===== config.mk =====
export PLATFORM = sky130hd
export DESIGN_NAME = serial_subtractor
export DESIGN_NICKNAME = d
export VERILOG_FILES = /design/src/rtl/sersub_pkg.sv /design/src/rtl/serial_subtractor_bit.sv /design/src/rtl/serial_subtractor.sv
export SDC_FILE = /design/constraint.sdc
export NUM_CORES = 1
export LEC_CHECK = 0
export CAP_MARGIN = 0
export CORE_ASPECT_RATIO = 1.1
export CORE_MARGIN = 4
export CORE_UTILIZATION = 45
export CTS_CLUSTER_DIAMETER = 80
export CTS_CLUSTER_SIZE = 14
export DETAILED_ROUTE_END_ITERATION = 10
export PLACE_DENSITY_LB_ADDON = 0.3
export SYNTH_ARGS = -nofsm -noshare
export SYNTH_HDL_FRONTEND = slang
export SYNTH_SLANG_ARGS = --single-unit

===== constraint.sdc =====
create_clock -name clk -period 2 [get_ports clk]
set_clock_uncertainty 0.1 [all_clocks]
set_input_delay 0.4 -clock clk [delete_from_list [all_inputs] [get_ports clk]]
set_output_delay 0.4 -clock clk [all_outputs]
set_load 0.01 [all_outputs]

===== src/rtl/sersub_pkg.sv =====
// Shared definitions for the bit-serial subtractor: FSM encoding and default width.
package sersub_pkg;

    typedef enum logic [1:0] {
        IDLE = 2'd0,
        RUN  = 2'd1,
        DONE = 2'd2
    } state_t;

    localparam int unsigned SERSUB_DEFAULT_WIDTH = 8;

endpackage


===== src/rtl/serial_subtractor_bit.sv =====
// Combinational one-bit full subtractor used for each serial step.
module full_subtractor_bit (
    input  logic a,
    input  logic b,
    input  logic bin,
    output logic d,
    output logic bout
);

    always_comb begin
        d    = a ^ b ^ bin;
        bout = (~a & b) | (~(a ^ b) & bin);
    end

endmodule


===== src/rtl/serial_subtractor.sv =====
// Bit-serial a - b, LSB first, one bit per clock; results published only on completion.
module serial_subtractor
    import sersub_pkg::*;
#(
    parameter int unsigned WIDTH = SERSUB_DEFAULT_WIDTH
) (
    input  logic             clk,
    input  logic             rst_n,
    input  logic             start,
    input  logic [WIDTH-1:0] a,
    input  logic [WIDTH-1:0] b,
    output logic             busy,
    output logic             done,
    output logic [WIDTH-1:0] diff,
    output logic             bout,
    output logic             ovf
);

    localparam int unsigned     CNT_W = (WIDTH > 1) ? $clog2(WIDTH) : 1;
    localparam logic [CNT_W-1:0] LAST = CNT_W'(WIDTH - 1);

    state_t           state_q, state_d;
    logic [WIDTH-1:0] a_q, a_d;
    logic [WIDTH-1:0] b_q, b_d;
    logic             a_msb_q, a_msb_d;
    logic             b_msb_q, b_msb_d;
    logic             br_q, br_d;
    logic [CNT_W-1:0] cnt_q, cnt_d;
    logic [WIDTH-1:0] sh_q, sh_d;
    logic [WIDTH-1:0] diff_q, diff_d;
    logic             bout_q, bout_d;
    logic             ovf_q, ovf_d;
    logic             busy_q, busy_d;
    logic             done_q, done_d;

    logic             bit_d;
    logic             bit_bout;
    logic [WIDTH-1:0] sh_next;

    // Operands shift right so the active bit is always at position 0; MSBs are kept for ovf.
    full_subtractor_bit u_bit (
        .a    (a_q[0]),
        .b    (b_q[0]),
        .bin  (br_q),
        .d    (bit_d),
        .bout (bit_bout)
    );

    always_comb begin
        sh_next = (sh_q >> 1) | (WIDTH'(bit_d) << (WIDTH - 1));
    end

    always_comb begin
        state_d = state_q;
        a_d     = a_q;
        b_d     = b_q;
        a_msb_d = a_msb_q;
        b_msb_d = b_msb_q;
        br_d    = br_q;
        cnt_d   = cnt_q;
        sh_d    = sh_q;
        diff_d  = diff_q;
        bout_d  = bout_q;
        ovf_d   = ovf_q;
        busy_d  = busy_q;
        done_d  = 1'b0;

        case (state_q)
            IDLE, DONE: begin
                if (start) begin
                    state_d = RUN;
                    a_d     = a;
                    b_d     = b;
                    a_msb_d = a[WIDTH-1];
                    b_msb_d = b[WIDTH-1];
                    br_d    = 1'b0;
                    cnt_d   = '0;
                    sh_d    = '0;
                    busy_d  = 1'b1;
                end else begin
                    state_d = IDLE;
                end
            end
            RUN: begin
                a_d   = a_q >> 1;
                b_d   = b_q >> 1;
                br_d  = bit_bout;
                sh_d  = sh_next;
                cnt_d = cnt_q + CNT_W'(1);
                if (cnt_q == LAST) begin
                    state_d = DONE;
                    busy_d  = 1'b0;
                    done_d  = 1'b1;
                    diff_d  = sh_next;
                    bout_d  = bit_bout;
                    ovf_d   = (a_msb_q ^ b_msb_q) & (a_msb_q ^ bit_d);
                end
            end
            default: begin
                state_d = IDLE;
                busy_d  = 1'b0;
            end
        endcase
    end

    always_ff @(posedge clk) begin
        if (!rst_n) begin
            state_q <= IDLE;
            a_q     <= '0;
            b_q     <= '0;
            a_msb_q <= 1'b0;
            b_msb_q <= 1'b0;
            br_q    <= 1'b0;
            cnt_q   <= '0;
            sh_q    <= '0;
            diff_q  <= '0;
            bout_q  <= 1'b0;
            ovf_q   <= 1'b0;
            busy_q  <= 1'b0;
            done_q  <= 1'b0;
        end else begin
            state_q <= state_d;
            a_q     <= a_d;
            b_q     <= b_d;
            a_msb_q <= a_msb_d;
            b_msb_q <= b_msb_d;
            br_q    <= br_d;
            cnt_q   <= cnt_d;
            sh_q    <= sh_d;
            diff_q  <= diff_d;
            bout_q  <= bout_d;
            ovf_q   <= ovf_d;
            busy_q  <= busy_d;
            done_q  <= done_d;
        end
    end

    always_comb begin
        busy = busy_q;
        done = done_q;
        diff = diff_q;
        bout = bout_q;
        ovf  = ovf_q;
    end

endmodule


After elaboration in Yosys (flattened, before gate mapping)
Cells that the tools add are included.
Widths: inputs -> output; s select.
{"block": "classes", "add_sub_neg": 1, "eq_ne": 5, "mux": 17, "bitwise": 11, "reduce_logical": 8}
{"cell": "$pmux 8 s2", "count": 3}
{"cell": "$mux 8", "count": 3}
{"cell": "$reduce_and 2->1", "count": 5}
{"cell": "$or 7x8->8", "count": 1}
{"cell": "$pmux 3 s2", "count": 1}
{"cell": "$mux 1", "count": 5}
{"cell": "$ne 2x2->1 const B", "count": 2}
{"cell": "$pmux 1 s2", "count": 2}
{"cell": "$pmux 2 s2", "count": 1}
{"cell": "$xor 1x1->1", "count": 4}
{"cell": "$add 3x1->3 const B", "count": 1}
{"cell": "$and 1x1->1", "count": 3}
{"cell": "$eq 3x3->1 const B", "count": 1}
{"cell": "$mux 3", "count": 1}
{"cell": "$eq 2x1->1 const B", "count": 1}
{"cell": "$eq 2x2->1 const B", "count": 1}
{"cell": "$logic_not 2->1", "count": 1}
{"cell": "$mux 2", "count": 1}
{"cell": "$not 1->1", "count": 2}
{"cell": "$reduce_bool 2->1", "count": 1}
{"cell": "$reduce_or 2->1", "count": 1}
{"cell": "$or 1x1->1", "count": 1}
{"block": "word_totals", "ff_bits": 44, "inputBits": 19, "word_cells": 55}

Longest topological paths before layout
Gate-level depths: netlist of the first run.
{"block": "depth", "depth_word": 5, "mapped_depth": 6}

Cells and area by module
A second synthesis of the first run with hierarchy kept.
{"block": "hier_totals", "cells_unflattened": 210, "hier_area_um2": 1780.5}
{"module": "serial_subtractor", "instances": 1, "cells_each": 206, "area_each_um2": 1749.2, "seq_area_each_um2": 860.8}
{"module": "full_subtractor_bit", "instances": 1, "cells_each": 4, "area_each_um2": 31.3, "seq_area_each_um2": 0.0}

Least setup slack after synthesis of the first run
No wires, ideal clock.
{"block": "synth_timing", "kind": "register -> register", "startpoint": "register cnt_q[0]", "endpoint": "register bout_q, in the netlist bout", "setup_ps": 116, "t_arrival_ps": 1241, "setup_slack_ps": 543, "stages_incl_launch_ff": 6, "n_path_buf": 1, "cell_sequence": "dfxtp_1 ha_1 ha_1 and3b_1 buf_4 o211a_1"}
{"block": "synth_between", "elab_chain_len": 2}
{"item": "from (decl)", "line": "serial_subtractor.sv:28", "text": "logic [CNT_W-1:0] cnt_q, cnt_d;"}
{"item": "from (signal assigned)", "line": "serial_subtractor.sv:128", "text": "cnt_q <= cnt_d;"}
{"item": "$eq 3x3->1", "line": "serial_subtractor.sv:90", "text": "if (cnt_q == LAST) begin"}
{"item": "$reduce_and 2->1 (no line)"}
{"item": "to (signal assigned)", "line": "serial_subtractor.sv:131", "text": "bout_q <= bout_d;"}
{"item": "to (decl)", "line": "serial_subtractor.sv:31", "text": "logic bout_q, bout_d;"}
No other way between the ends.
A chain may end at the register's enable or synchronous reset.

Final worst setup path of the first run
{"block": "layout_timing", "startpoint": "register busy_q, in the netlist busy", "endpoint": "output busy"}
{"item": "from (decl)", "line": "serial_subtractor.sv:33", "text": "logic busy_q, busy_d;"}
{"item": "from (signal assigned)", "line": "serial_subtractor.sv:133", "text": "busy_q <= busy_d;"}
{"item": "to (decl)", "line": "serial_subtractor.sv:12", "text": "output logic busy,"}
No word-level cell between the ends.

==> results of run 1 <==
cells in the mapped netlist:
cell type	n	area (sq um)
nand2_1	58	218
dfxtp_1	43	861
o21ai_0	16	80.1
a31oi_1	14	87.6
a21boi_0	13	97.6
nand3_1	11	55.1
a21boi_1	8	60.1
clkbuf_1	5	18.8
and2_1	4	25.0
buf_2	4	20.0
buf_4	4	30.0
nor2_1	4	15.0
inv_1	3	11.3
a21oi_1	2	10.0
clkbuf_2	2	10.0
ha_1	2	25.0
nand2b_1	2	12.5
nand3b_1	2	15.0
nor2b_1	2	12.5
o21a_1	2	15.0
and3_1	1	6.26
and3b_1	1	8.76
buf_6	1	11.3
fa_1	1	20.0
nor3_1	1	5.00
o211a_1	1	10.0
o32ai_1	1	8.76
through the flow:
step,utilization [%],area [sq um],power [mW]
2_1_floorplan,-,1750,1.06
3_3_place_gp,56.9,2090,1.14
3_5_place_dp,56.9,2090,1.14
4_1_cts,60.1,2210,1.83
5_1_grt,60.1,2210,1.89
6_report,60.1,2210,1.80
registers in the layout, indices dropped and copies added, names as in the netlist, 2 cells and up:
| name | cells |
|---|---|
| diff | 8 |
| cnt_q | 3 |
| b_q | 8 |
| state_q | 2 |
| sh_q | 7 |
| a_q | 8 |
kinds of logic (layout without fill, tap and decap cells):
group	after synthesis	after routing	synth area share, %
flip-flops	43	43	49.2
buffers and inverters	19	49	5.79
adder cells (fa/ha/maj)	3	3	2.57
AND/OR/NAND/NOR	86	86	21.3
AO/OA/AOI/OAI	57	57	21.1
power by group through the flow:
stage          logic, mW  registers, mW  clock network (mW)
6_report           0.201          0.919               0.685
5_1_grt            0.225          0.924               0.736
4_1_cts            0.202          0.919               0.705
3_5_place_dp       0.201          0.938                   0
3_3_place_gp       0.199          0.938                   0
2_1_floorplan      0.131          0.934                   0
final cells by class:
cell class                 instances  area (sq um)
tap                               50          62.6
timing repair buffer              38           373
clock buffer                       6          82.6
multi-input combinational        146           787
fill                             373          1470
inverter                           3          11.3
sequential                        43           861
clock inverter                     2          35.0
worst register-to-register path: stages (launching register included):
cell,delay [ns]
dfxtp_1,0.35
ha_1,0.15
ha_1,0.20
and3b_1,0.48
nand2_1,0.10
o211a_1,0.13
metal layers:
layer  track usage (%)  vias to the layer above
li1                  -                      757
met1              18.5                      640
met2              22.1                       31
met3              5.35                        4
met4              5.41                        0
met5                 0                        -
cells in the final DEF (no fill, tap or decap), drive strengths merged:
| cell type | count |
|---|---|
| nand2 | 58 |
| dfxtp | 43 |
| clkdlybuf4s50 | 30 |
| a21boi | 21 |
| o21ai | 16 |
| a31oi | 14 |
| nand3 | 11 |
| buf | 8 |
| clkbuf | 6 |
| nor2 | 4 |
| and2 | 4 |
| inv | 3 |
| nor2b | 2 |
| nand2b | 2 |
| nand3b | 2 |
| a21oi | 2 |
| o21a | 2 |
| ha | 2 |
| and3b | 1 |
| o211a | 1 |
| o32ai | 1 |
| and3 | 1 |
| nor3 | 1 |
| fa | 1 |
| bufinv | 1 |
| clkinv | 1 |
worst paths after layout:
kind,end,slack (ns),cells past startpoint
worst max-delay path,busy,0.32,1
worst min-delay path,diff[3],0.35,2
worst max register to register,bout,0.38,5
worst min register to register,diff[3],0.35,2
==> flow_summary_export.csv, run 1 <==
group,metric,value,unit
drt,firstDrtPassIters,4,
power_and_ir_drop,power.density,816,nW/um^2
clocking,h-tree-depth,2,
sta,fin_tns_setup,0,ns
clocking,postCtsResizedCells,0,
sta,tightestPinTransition,0.471,ns
grt,first_global_vias,1267,
clocking,path_clk_slew,0.08,ns
drt,wl_per_cell,11.3,microns
synth,syn_inst,208,
sta,setup_ws,0.319,ns
power_and_ir_drop,pwr-share-seq,50.9,%
run_status,status,"completed",
clocking,postCtsSetupBuffers,0,
power_and_ir_drop,power_switching,0.405,mW
final_layout,fin_cells,288,
sta,post-route-period-util,84.1,%
sta,timing.final.hold_violations,0,
job,drv_cap,0,
sta,hold_slack,0.353,ns
sta,setup_viol,0,
drt,met3WireLength,166,microns
grt,grt_overflow_total,0,
critical_path,r2r_start,"cnt_q[0]",
synth,syn_nets,230,
drt,wl_met2,1520,microns
final_layout,n_antenna_cell,0,
final_layout,fin_nets,259,
drt,antenna_left,0,
power_and_ir_drop,clock_power_share,38.0,%
sta,fin_crit,1.68,ns
floorplanning,core-area,3680,sq um
placement,pre_cts_ws,0.269,ns
critical_path,crit_slowest_cell,"clkdlybuf4s50_1",
clocking,cts_hold_buf,0,
critical_path,path_class,"reg -> out",
worst_hold_path,hold_class,"reg -> reg",
synth,ys_seq_area_share,49.2,%
power_and_ir_drop,intPower,1.40,mW
power_and_ir_drop,p_leak,0.814,nW
sta,rsz0062_at_grt,"no",
clocking,cts_tree,"yes",
worst_hold_path,min-delay-start,"diff[3]",
synth,yosys_warnings,0,
critical_path,critPathLaunchType,"flip-flop",
power_and_ir_drop,peakVddDrop,0.496,mV
synth,syn_area_per_cell,8.41,sq um
final_layout,syn2layout_area_growth,26.5,%
critical_path,crit_path_start,"busy",
critical_path,cp.required,1.50,ns
synth,synth_area,1750,sq um
drt,drt_iter0_drc,90,
drt,top_layer,"met4",
floorplanning,initial_core_util,47.5,%
floorplanning,ios,31,
clocking,cts_root_buf,"clkbuf_8",
critical_path,max_stage_delay,0.54,ns
critical_path,crit_buf_inv,1,
grt,grt_use_total,14.4,%
critical_path,crit_fanout,3,
placement,place_congestion,0.696,
grt,grt_max_degree,44,
placement,io_buffers,30,
critical_path,cp_data_arrival_time,1.18,ns
power_and_ir_drop,swShare,22.4,%
clocking,numCtsBuffers,5,
sta,relSlewSlack,68.6,%
floorplanning,die_area,4950,sq um
placement,hpwl,2240,microns
drt,vias,1432,
clocking,cts_buffer_depth,2,
floorplanning,die_w,67.4,microns
final_layout,layout-drive-gt1-share,6.72,%
clocking,cts.sinks,43,
critical_path,cp_top_family,"buffers and inverters",
floorplanning,fp-row-count,23,
placement,placed_cells,280,
clocking,clk_latency,0.29,ns
synth,ys_ff_latch,43,
drt,drt-vias-per-instance,4.97,
power_and_ir_drop,comb_power_share,11.1,%
synth,synth_cell_types,27,
sta,slew_violations,0,
drt,drcViolationCount,0,
sta,fmax,0.595,GHz
grt,antenna_found_initial,0,
drt,totalWireLength,3250,microns
drt,wl_met1,1510,microns
grt,grt_pass1_wl,5470,microns
critical_path,cp_cell_sequence,"clkdlybuf4s50_1",
critical_path,cp-end-kind,"output pin",
floorplanning,die_y,73.4,microns
Power figures use the tool's default switching activity.
==> run 2: changes to the inputs <==
- clock period: 2 -> 1.4 ns (I/O delays scaled with it)
==> flow_summary_export.csv, run 2 (same netlist as run 1, synthesis figures left out) <==
group,metric,value,unit
sta,post-route-period-util,100,%
clocking,cts_root_buf,"clkbuf_8",
final_layout,mostFrequentLayoutCells,"57 x nand2_1, 38 x dfxtp_1, 18 x clkdlybuf4s50_1",
placement,hpwl,2170,microns
drt,drt-vias-per-instance,4.98,
final_layout,final_common_cell,"nand2_1",
grt,met1_usage,18.3,%
worst_hold_path,min-delay-start,"diff[4]",
drt,drcViolationCount,0,
critical_path,crit_slowest_cell,"fa_1",
critical_path,path_class,"reg -> reg",
sta,setup_viol,1,
power_and_ir_drop,swShare,23.9,%
grt,grt_max_degree,44,
sta,slew_violations,0,
run_status,violations,"setup timing",
clocking,cts.sinks,43,
run_status,status,"finished, violations left",
clocking,cts_buffer_depth,2,
critical_path,cp.required,1.48,ns
final_layout,fin_util,61.5,%
critical_path,cp_cell_sequence,"inv_2, fa_1, nor2_1, a21oi_1, a21oi_1",
critical_path,max_stage_delay,0.59,ns
drt,drt_iter0_drc,49,
final_layout,fin_nets,263,
critical_path,reg2reg_setup_slack,-0.007,ns
critical_path,cp-end-kind,"flip-flop",
final_layout,layout-drive-gt1-share,13.3,%
grt,use_met2,25.5,%
final_layout,n_antenna_cell,0,
grt,grt_use_total,15.5,%
worst_hold_path,hold_class,"reg -> reg",
final_layout,nFillCells,355,
sta,tightestPinTransition,0.199,ns
drt,firstDrtPassIters,4,
floorplanning,ios,31,
critical_path,crit_path_start,"br_q",
critical_path,crit_fanout,4,
floorplanning,die_y,73.4,microns
sta,timing.final.hold_violations,0,
job,drv_cap,0,
placement,placed_cells,283,
drt,vias,1450,
critical_path,cp_common_cell,"a21oi_1",
power_and_ir_drop,peakVddDrop,0.608,mV
floorplanning,die_w,67.4,microns
clocking,clk_latency,0.29,ns
clocking,numCtsBuffers,5,
floorplanning,fp-row-count,23,
clocking,cts_hold_buf,0,
grt,grt_pass1_wl,5800,microns
sta,rsz0062_at_grt,"yes",
sta,relSlewSlack,86.6,%
placement,pre_cts_ws,-0.172,ns
placement,io_buffers,30,
power_and_ir_drop,power.density,1060,nW/um^2
critical_path,cp_top_family,"adder cells",
power_and_ir_drop,intPower,1.83,mW
final_layout,fin_cells,291,
clocking,path_clk_slew,0.07,ns
drt,totalWireLength,3370,microns
final_layout,syn2layout_area_growth,29.5,%
sta,fin_crit,1.41,ns
clocking,h-tree-depth,2,
grt,antenna_found_initial,0,
placement,place_congestion,0.746,
critical_path,cp_data_arrival_time,1.49,ns
drt,wl_per_cell,11.6,microns
sta,fmax,0.711,GHz
floorplanning,initial_core_util,47.5,%
power_and_ir_drop,clock_power_share,32.3,%
grt,first_global_vias,1337,
clocking,cts_tree,"yes",
power_and_ir_drop,power_switching,0.575,mW
power_and_ir_drop,p_leak,0.883,nW
critical_path,r2r_start,"br_q",
floorplanning,die_area,4950,sq um
sta,fin_tns_setup,-0.00671,ns
sta,setup_ws,-0.00671,ns
power_and_ir_drop,comb_power_share,12.9,%
grt,grt_overflow_total,0,
critical_path,crit_buf_inv,1,
power_and_ir_drop,power,2.41,mW
drt,antenna_left,0,
floorplanning,core-area,3680,sq um
power_and_ir_drop,pwr-share-seq,54.7,%
grt,grt.busiest_layer,"met2",
grt,use_met3,5.35,%
critical_path,critPathLaunchType,"flip-flop",
run 2: worst min-delay path, stage by stage, from the launching register on:
cell,delay [ns]
dfxtp_1,0.31
nand2_1,0.05
a21boi_1,0.05
run 2: cell type report:
cell class                 instances  area, sq um  share of cell area [%]
timing repair buffer              41          405                    17.9
multi-input combinational        147          831                    36.7
tap                               50         62.6                    2.76
sequential                        43          867                    38.3
inverter                           3         11.3                   0.497
clock buffer                       6         82.6                    3.65
clock inverter                     1         5.00                   0.221
run 2: power by group through the flow:
stage,Sequential [mW],Clock [mW],Combinational [mW]
2_1_floorplan,1.33,0,0.187
3_3_place_gp,1.34,0,0.309
3_5_place_dp,1.34,0,0.310
4_1_cts,1.31,0.810,0.311
5_1_grt,1.33,0.852,0.349
6_report,1.32,0.778,0.311
run 2: worst paths after layout:
kind | endpoint | cells after the start
setup / recovery | ovf | 5
hold / removal | diff[4] | 2
setup reg to reg | ovf | 5
hold reg to reg | diff[4] | 2
run 2: metal layers:
| metal | wire length [microns] | share of wire, % |
|---|---|---|
| met5 | 0 | 0 |
| met4 | 52 | 1.5 |
| met3 | 186 | 5.5 |
| met2 | 1570 | 47 |
| met1 | 1560 | 46 |
run 2: stage by stage:
| stage | area, sq um | hold slack [ns] |
|---|---|---|
| final | 2260 | 0.350 |
| after detailed placement | 2160 | 0.346 |
| after floorplan | 1770 | 0.318 |
| after CTS | 2240 | 0.354 |
| after global routing | 2260 | 0.382 |
| after global placement | 2160 | 0.341 |
run 2: timing repair:
action,CTS,global route
gates cloned,1,0
endpoints found under the setup margin,18,35
buffers inserted,0,0
resized for setup,15,9
pin swaps,3,2
==> RTL change: new RTL, settings of run 2 <==
Put a register stage on the output `diff`, with the module's reset. The value now appears one clock later. The other outputs are not delayed to match.
--- a/src/rtl/serial_subtractor.sv
+++ b/src/rtl/serial_subtractor.sv
@@ -20,2 +20,4 @@
     localparam logic [CNT_W-1:0] LAST = CNT_W'(WIDTH - 1);
+
+    logic [WIDTH-1:0] diff_c;
 
@@ -140,3 +142,3 @@
         done = done_q;
-        diff = diff_q;
+        diff_c = diff_q;
         bout = bout_q;
@@ -145,2 +147,10 @@
 
+    always_ff @(posedge clk) begin
+        if (!rst_n) begin
+            diff <= '0;
+        end else begin
+            diff <= diff_c;
+        end
+    end
+
 endmodule
Formal check against the unedited RTL: not equivalent (a bounded check fails within 10 cycles, from zero or initial values and one cycle with rst_n low).
==> RTL change against run 2 <==
  * The flow still finishes with violations (setup timing)
  * Setup slack got worse by 0.037 ns
  * Area after synthesis rose by 12%
  * Global-route usage fell by 1.5 points
  * Routed wire length rose by 7.6%
  * Power rose by 12%
  * Largest power group unchanged
  * Sequential cell count rose by 8
  * Sequential share of layout area rose by 1.8 points
  * Critical path type unchanged
  * Cell area rose by 13%
==> RTL change: results (changes against run 2) <==
The number of distinct library cell variants in the gate-level netlist after synthesis is 28 (+3.7%). The slowest stage of the critical path is the sky130_fd_sc_hd__dfxtp_2 cell. The worst path arrival time is 1.53 ns (+0.04 ns).

The fraction of the yosys area taken by sequential cells is 52.2% (+3.0 points). The highest net fanout along the worst path came out at 10 (+6). The delay of the slowest cell on the worst path was 0.34 ns (-0.25 ns). The overall routing resource usage was 14.0% (-1.5 points). The net count reported at finish is 285 (+8.4%). The weighted congestion reported at the end of routability-driven placement came out at 0.745 (-0.13%). The total setup violations reported at the end of the flow is 2 (+1). The number of buffers created by CTS was 5 (unchanged). The static leakage is 1.02 nW (+15%).

The number of filler instances in the final layout came out at 373 (+5.1%). The via count of the first global-routing pass came out at 1,460 (+9.2%). The cell area after placement is 0.00240 mm² (+11%). The flow ran to the end, but the final reports show violations. The largest net degree at the start of global routing came out at 45 (+2.3%). The final setup slack of the worst path came out at -0.0434 ns (-0.0367 ns). The number of iterations in the first detailed-routing pass came out at 4 (unchanged). The maximum VDD drop is 0.000662 V (+8.9%). The routed via count is 1,575 (+8.6%). Grouping stages by cell kind, the critical path spends the most delay in flip-flops. The setup TNS after final layout came out at -0.0851 ns (-0.0784 ns). The aggregate routed wire length was 3620 µm (+7.6%).

The ratio of cells with drive above 1 in the final layout is 17.5% (+4.2 points). Counting instances in the post-synthesis netlist gives the leading cell types as 56 x sky130_fd_sc_hd__nand2_1, 51 x sky130_fd_sc_hd__dfxtp_1, 16 x sky130_fd_sc_hd__o21ai_0. The number of DRC markers in iteration 0 came out at 100 (+100%).

The total number of yosys warnings is 0 (unchanged). The final reports fail on setup timing. The global-route wire length before repair is 6310 µm (+8.7%). The share of the synthesized area in compound gates (AO/OA/AOI/OAI) came out at 18.9% (-2.2 points). The worst-case headroom to the max-slew limit was 87.4% (+0.75 points). The share of synthesized cell area in full adder, half adder and majority cells was 2.30% (-0.27 points). The net count of the mapped netlist was 245 (+6.5%).
==> RTL change: cell types whose count changed in the layout (fill, tap and decap cells not counted), moves of 2 or more <==
cell / change
sky130_fd_sc_hd__and2_1: +8
sky130_fd_sc_hd__dfxtp_1: +7
sky130_fd_sc_hd__buf_4: +6
sky130_fd_sc_hd__nand2_1: -4
sky130_fd_sc_hd__a21boi_0: -3
sky130_fd_sc_hd__buf_6: +3
sky130_fd_sc_hd__nand2_2: +2
==> RTL change: metrics by stage <==
stage                     instances  setup WS [ns]  power [mW]  util (%)  hold slack (ns)
after CTS                       315        -0.0421        2.71      61.9            0.351
final                           315        -0.0434        2.69      62.8            0.347
after global routing            315        -0.0933        2.82      62.8            0.374
after global placement          306         -0.167        1.89      58.9            0.334
after floorplan                 223        0.00222        1.76         -            0.329
after detailed placement        306         -0.194        1.89      58.9            0.341
==> RTL change: repair_timing <==
item                                    in CTS  in global routing
resized for setup                           25                 15
endpoints found under the setup margin      23                 41
pin swaps                                    6                 10
gates cloned                                 1                  0
setup buffers                                1                  0
==> RTL change: worst paths after layout <==
kind / from / end / slack [ns]
setup / recovery: cnt_q[1]$_SDFFE_PN0P_ / bout$_SDFFE_PN0P_ / -0.04
hold / removal: diff_c[4]$_SDFFE_PN0P_ / diff_c[4]$_SDFFE_PN0P_ / 0.35
setup reg to reg: cnt_q[1]$_SDFFE_PN0P_ / bout$_SDFFE_PN0P_ / -0.04
hold reg to reg: diff_c[4]$_SDFFE_PN0P_ / diff_c[4]$_SDFFE_PN0P_ / 0.35
==> RTL change: cell families after synthesis <==
family | after synthesis
and+or+nand+nor | 92
DFF | 51
adders and majority gates | 3
buffers and inverters | 20
AOI/OAI and AO/OA | 57
==> RTL change: power breakdown <==
| part | internal [mW] | switching (mW) | leakage (nW) | total [mW] |
|---|---|---|---|---|
| combinational | 0.168 | 0.152 | 0.550 | 0.319 |
| clock | 0.388 | 0.433 | 0.0470 | 0.821 |
| sequential | 1.51 | 0.0358 | 0.418 | 1.55 |
==> RTL change: tightest hold or removal path, delay by kind of cell, from the launching register on <==
kind,cells,cell delay [ns]
DFF,1,0.31
and+or+nand+nor,1,0.05
AOI/OAI and AO/OA,1,0.05
==> RTL change: area by class of cell <==
cell class / instances / share of cell area [%]
Timing Repair Buffer: 50 / 18.9
Clock inverter: 1 / 0.195
Multi-Input combinational cell: 152 / 34.6
Clock buffer: 6 / 3.22
Inverter: 3 / 0.439
Tap cell: 52 / 2.54
Sequential cell: 51 / 40.1
==> RTL change: routing by layer <==
metal,up-vias,track usage [%],share of wire (%)
met5,-,0,0
met4,0,3.95,0.64
met3,4,4.05,5.6
met2,38,24.8,49
met1,709,16.1,45
li1,824,-,-
